==> src/rtl/machine_counter_bank.sv <==
// Machine-mode performance counter bank.
// Holds mcycle, minstret and NUM_HPM mhpmcounters (COUNTER_WIDTH bits each,
// exposed as 32-bit low/high CSR halves) plus the mcountinhibit register.
// Ports:
//   clk_in            core clock
//   rst_n_in          asynchronous active-low reset
//   csr_addr_in       CSR address for read and write
//   wr_en_in          CSR write strobe
//   data_wr_in        CSR write data
//   instret_in        one instruction retired this cycle
//   hpm_event_in      per-counter event pulses (bit i -> mhpmcounter(3+i))
//   data_rd_out       combinational read data for csr_addr_in
//   addr_hit_out      csr_addr_in maps to a register in this block
//   mcountinhibit_out current mcountinhibit value
module machine_counter_bank #(
  parameter int unsigned NUM_HPM             = 4,
  parameter int unsigned COUNTER_WIDTH       = 64,
  parameter logic [31:0] MCOUNTINHIBIT_RESET = 32'h0000_0000
) (
  input  logic                                 clk_in,
  input  logic                                 rst_n_in,
  input  logic [11:0]                          csr_addr_in,
  input  logic                                 wr_en_in,
  input  logic [31:0]                          data_wr_in,
  input  logic                                 instret_in,
  input  logic [((NUM_HPM > 0) ? NUM_HPM : 1)-1:0] hpm_event_in,
  output logic [31:0]                          data_rd_out,
  output logic                                 addr_hit_out,
  output logic [31:0]                          mcountinhibit_out
);

  // Counter slot 0 = mcycle, 1 = minstret, 2+i = mhpmcounter(3+i).
  localparam int unsigned NUM_CNT  = NUM_HPM + 2;
  localparam int unsigned HI_W     = COUNTER_WIDTH - 32;
  localparam logic [31:0] HPM_MASK = ((32'h0000_0001 << NUM_HPM) - 32'h0000_0001) << 3;
  localparam logic [31:0] WMASK    = 32'h0000_0005 | HPM_MASK;

  // Low-half CSR address of a counter slot; the high half sits 12'h080 above.
  // Slot 1 (minstret) lands on B02 and hpm slots on B03+i, so B01 is skipped.
  function automatic logic [11:0] cnt_lo_addr(input int unsigned k);
    logic [11:0] addr_v;
    if (k == 0) begin
      addr_v = 12'hB00;
    end else begin
      addr_v = 12'hB01 + 12'(k);
    end
    return addr_v;
  endfunction

  logic [COUNTER_WIDTH-1:0] cnt_r     [NUM_CNT];
  logic [COUNTER_WIDTH-1:0] cnt_nxt_s [NUM_CNT];
  logic [31:0]              mcountinhibit_r;
  logic [31:0]              mcountinhibit_nxt_s;
  logic [NUM_CNT-1:0]       hit_lo_s;
  logic [NUM_CNT-1:0]       hit_hi_s;
  logic [NUM_CNT-1:0]       evt_s;
  logic [NUM_CNT-1:0]       inh_s;
  logic                     mci_hit_s;
  logic [31:0]              rd_s;
  logic                     hit_s;

  // Address decode for every counter half and mcountinhibit.
  always_comb begin
    hit_lo_s  = '0;
    hit_hi_s  = '0;
    mci_hit_s = (csr_addr_in == 12'h320);
    for (int k = 0; k < NUM_CNT; k++) begin
      hit_lo_s[k] = (csr_addr_in == cnt_lo_addr(k));
      hit_hi_s[k] = (csr_addr_in == (cnt_lo_addr(k) + 12'h080));
    end
  end

  // Map each slot to its event source and its mcountinhibit gate bit.
  always_comb begin
    evt_s    = '0;
    inh_s    = '0;
    evt_s[0] = 1'b1;
    inh_s[0] = mcountinhibit_r[0];
    evt_s[1] = instret_in;
    inh_s[1] = mcountinhibit_r[2];
    for (int i = 0; i < NUM_HPM; i++) begin
      evt_s[i+2] = hpm_event_in[i];
      inh_s[i+2] = mcountinhibit_r[i+3];
    end
  end

  // Next-state: a CSR write to either half replaces the increment that cycle.
  always_comb begin
    for (int k = 0; k < NUM_CNT; k++) begin
      cnt_nxt_s[k] = cnt_r[k];
      if (wr_en_in && hit_lo_s[k]) begin
        cnt_nxt_s[k][31:0] = data_wr_in;
      end else if (wr_en_in && hit_hi_s[k]) begin
        cnt_nxt_s[k][COUNTER_WIDTH-1:32] = data_wr_in[HI_W-1:0];
      end else if (evt_s[k] && !inh_s[k]) begin
        cnt_nxt_s[k] = cnt_r[k] + COUNTER_WIDTH'(1'b1);
      end else begin
        cnt_nxt_s[k] = cnt_r[k];
      end
    end
    if (wr_en_in && mci_hit_s) begin
      mcountinhibit_nxt_s = data_wr_in & WMASK;
    end else begin
      mcountinhibit_nxt_s = mcountinhibit_r;
    end
  end

  // Read mux: OR of one-hot selected sources; unmapped addresses yield 0.
  always_comb begin
    rd_s  = {32{mci_hit_s}} & mcountinhibit_r;
    hit_s = mci_hit_s | (|hit_lo_s) | (|hit_hi_s);
    for (int k = 0; k < NUM_CNT; k++) begin
      rd_s = rd_s
           | ({32{hit_lo_s[k]}} & cnt_r[k][31:0])
           | ({32{hit_hi_s[k]}} & 32'(cnt_r[k][COUNTER_WIDTH-1:32]));
    end
  end

  // Counter and mcountinhibit state with asynchronous clear.
  always_ff @(posedge clk_in or negedge rst_n_in) begin
    if (!rst_n_in) begin
      for (int k = 0; k < NUM_CNT; k++) begin
        cnt_r[k] <= '0;
      end
      mcountinhibit_r <= MCOUNTINHIBIT_RESET & WMASK;
    end else begin
      for (int k = 0; k < NUM_CNT; k++) begin
        cnt_r[k] <= cnt_nxt_s[k];
      end
      mcountinhibit_r <= mcountinhibit_nxt_s;
    end
  end

  assign data_rd_out       = rd_s;
  assign addr_hit_out      = hit_s;
  assign mcountinhibit_out = mcountinhibit_r;

endmodule

==> config.mk <==
export PLATFORM = sky130hd
export DESIGN_NAME = machine_counter_bank
export DESIGN_NICKNAME = d
export VERILOG_FILES = /design/src/rtl/machine_counter_bank.sv
export SDC_FILE = /design/constraint.sdc
export NUM_CORES = 1
export LEC_CHECK = 0
export CAP_MARGIN = 15
export CORE_MARGIN = 2
export CORE_UTILIZATION = 50
export CTS_BUF_LIST = sky130_fd_sc_hd__clkbuf_8
export CTS_CLUSTER_DIAMETER = 150
export DETAILED_ROUTE_END_ITERATION = 8
export MAX_ROUTING_LAYER = met4
export PLACE_DENSITY = 0.71
export SYNTH_ARGS = -nofsm -noshare
export SYNTH_HDL_FRONTEND = slang
export SYNTH_SLANG_ARGS = --single-unit
==> constraint.sdc <==
create_clock -name clk_in -period 3.4 [get_ports clk_in]
set_input_delay 0.85 -clock clk_in [delete_from_list [all_inputs] [get_ports clk_in]]
set_output_delay 0.85 -clock clk_in [all_outputs]
set_load 0.005 [all_outputs]
==> impl_metrics.tcl <==
set metrics [dict create \
    synthFlopType "dfrtp_1" \
    clockPowerShare_pct 38.2 \
    cts-htree-levels 3 \
    arrival_ns 3.00 \
    r2r-start "cnt_r[325]$_DFFE_PN0P_" \
    hpwl_um 114000 \
    ant_nets 0 \
    fin_crit_sh_pct 113 \
    peakVddDrop_mv 0.329 \
    pwr-share-comb_pct 15.7 \
    drv_slew 0 \
    grt_start_max_net_pins 70 \
    syn_to_final_growth_pct 31.9 \
    wire_per_inst_um 33.7 \
    fp.dieW_um 235 \
    place_area_mm2 0.0315 \
    cts_root_buffer "clkbuf_8" \
    violations "setup timing" \
    p_per_area_mw_per_mm2 357 \
    gp_congestion 1.17 \
    numPortBuffers 90 \
    initial_core_util_pct 50.7 \
    min_path_type "primary input to async pin" \
    synth_area_leaders "dfrtp_1 37%, nand2_1 5.4%, xnor2_1 5.3%, nand3_1 4.6%, nor2_1 4.6%" \
    syn_area_mm2 0.0267 \
    vias_per_cell 7.07 \
    rows 84 \
    clkTransAtPathRegs_ns 0.06 \
    swShare_pct 33.8 \
    drive_gt1_share_pct 23.7 \
    overflow 0 \
    final.min_clock_period_ns 3.85 \
    max_stage_delay_ns 0.71 \
    reg2regPathDepth 6 \
    p_int_uw 8330 \
    synth_top_area_share_pct 36.6 \
    syn_avg_cell_area_um2 8.07 \
    fin_area_mm2 0.0352 \
    regToRegEndpoint "cnt_r[338]$_DFFE_PN0P_" \
    drt_pass1_iterations 9 \
    yosys.area.top_type "dfrtp_1" \
    coreArea_mm2 0.0527 \
    clk_latency_ns 0.70 \
    initialDrtViolationCount 5431 \
    crit_path_frequent_cell "buf_6" \
    reg2reg_slack_ns 0.40 \
    cts_tree "yes" \
    worst_slew_pin_slew_ns 1.20 \
    ys_ff_latch 390 \
    setup_viol 33 \
    cp_slowest_cell "a222oi_1" \
    pin_count 117 \
    grtUsageTotal_pct 55.8 \
    seq_power_share_pct 46.1 \
    grt_pass1_wl_um 217000 \
    dieArea_mm2 0.0552 \
    fin_nets 3844 \
    cap_viol_max_count 0 \
    fin_ws_ns -0.454 \
    path_cells "buf_12 -> buf_16 -> nor2b_4 -> buf_6 -> a22oi_2 -> o32ai_2 -> a222oi_1 -> o311ai_1 -> buf_4 -> buf_6" \
    ys_types 90 \
    grt_pass1_vias 30000 \
    die_height_um 235 \
    grt_setup_unrepaired "yes" \
    syn_inst 3308 \
    ys_async_sr_fraction_pct 100 \
    max_freq_ghz 0.259 \
    netSwitchingPower_uw 4250 \
    wl_um 153000 \
    path_max_fanout 7 \
    yosysWarningCount 0 \
    worstPathRequired_ns 2.55 \
    end_kind "output pin" \
    vias 32200 \
    slew_headroom_pct 19.1 \
    finClkSkew_ns 0.0387 \
    outcome "finished, violations left" \
    hold_viol_final 0 \
    setup.worst_path.class "primary input to output pin" \
    antenna_found_initial 19 \
    cts_buffer_depth 3 \
    leakagePower_uw 0.0141 \
    cts_buffers 73 \
    synth_edf_count 0 \
    startpoint_type "primary input" \
    cts.sinks 390 \
    hold_slack_ns 0.0849 \
    hold_buffers 0 \
    yosysSeqAreaShare_pct 36.6 \
    drt_drc_violations_left 0 \
]
## layout by cell type, fill, tap and decap left out, types with 24 or more instances in the layout
cell type        count
xnor2_1            162
buf_6               93
a222oi_1            27
nor2_1             306
and4_1              32
dfrtp_1            389
or3_1               24
nand2_1            369
buf_12              52
mux2i_1             39
inv_1               74
and3_1              58
buf_4              395
clkbuf_8            91
xor2_1              87
o211ai_1            52
nor4_1              68
nor3_1             115
nand3_1            237
nand4_1            142
o21ai_0            153
a22oi_1             68
conb_1              26
clkdlybuf4s50_1     37
a21oi_1            202
buf_2               37
## sequential cells by signal, indices dropped and copies added, names as in the netlist
signal,count
mcountinhibit_out,6
cnt_r,384
## critical path: cells and delay by family
| family | cells | cell delay [ns] |
|---|---|---|
| buf+inv | 5 | 0.69 |
| compound gates | 4 | 1.33 |
| simple gates | 1 | 0.14 |
## cells in the mapped netlist (all sizes together) (64+ instances only)
cell type and n:
buf 64, a22oi 83, dfrtp 390, nand4 143
nor3 127, nor2 326, xor2 87, nand3 247
o21ai 163, nor4 84, clkbuf 190, xnor2 162
a21oi 207, nand2 386
## metal layers
| metal | wire length (um) | vias to the layer above | track usage, % | part of all wire [%] |
|---|---|---|---|---|
| met3 | 23200 | 874 | 19.7 | 15 |
| met1 | 53400 | 15200 | 67.3 | 35 |
| met5 | 0 | - | - | 0 |
| li1 | - | 13200 | - | - |
| met4 | 16300 | 0 | 44.8 | 11 |
| met2 | 60600 | 2838 | 74.8 | 39 |
## area by class of cell
cell class,instances,area [um^2]
fill,4353,17400
multi-input combinational,2639,16900
sequential,390,9760
timing repair buffer,632,5990
clock buffer,91,1250
tap,688,861
clock inverter,40,235
inverter,50,189
antenna,19,47.5
## how the worst max path moves through the flow
stage                          startpoint               to  slack, ns
final                      csr_addr_in[1]  data_rd_out[13]      -0.45
after global routing       csr_addr_in[1]  data_rd_out[13]      -0.35
after CTS                 csr_addr_in[11]  data_rd_out[13]      -0.29
after detailed placement   csr_addr_in[5]   data_rd_out[3]      -1.19
after global placement     csr_addr_in[1]  data_rd_out[16]      -1.22
after floorplan            csr_addr_in[1]   data_rd_out[1]       0.01
## kinds of logic after synthesis
group | share of synthesized area, %
multiplexers | 2.15
other | 0.0140
AND/OR/NAND/NOR | 29.3
adder cells (fa/ha/maj) | 0.281
XOR/XNOR | 8.17
flip-flops | 36.6
AO/OA/AOI/OAI | 18.7
buffers and inverters | 4.80
## power groups by stage
stage	registers, uW	clock network (uW)	logic (uW)
finish	5800	4810	1980
global placement	5780	0	1710
CTS	5730	4780	1870
detailed placement	5790	0	1750
global route	5780	4980	2050
floorplan	5370	0	955
## stage by stage
step,total power (uW),setup TNS [ns],worst slack [ns],util (%),cells
floorplan,6330,0,0.0111,-,3333
global placement,7490,-60.14,-1.22,59.8,4314
detailed placement,7540,-68.58,-1.19,59.9,4315
CTS,12400,-4.89,-0.286,65.9,4511
global route,12800,-7.22,-0.345,66.9,4545
finish,12600,-7.60,-0.454,66.9,4549
## repair_timing
| action | in CTS | in global routing |
|---|---|---|
| endpoints found under the setup margin | 33 | 33 |
| buffers inserted | 73 | 20 |
| resized for setup | 445 | 63 |
| cloned | 7 | 2 |
| pin swaps | 91 | 58 |
Power figures use the tool's default switching activity.
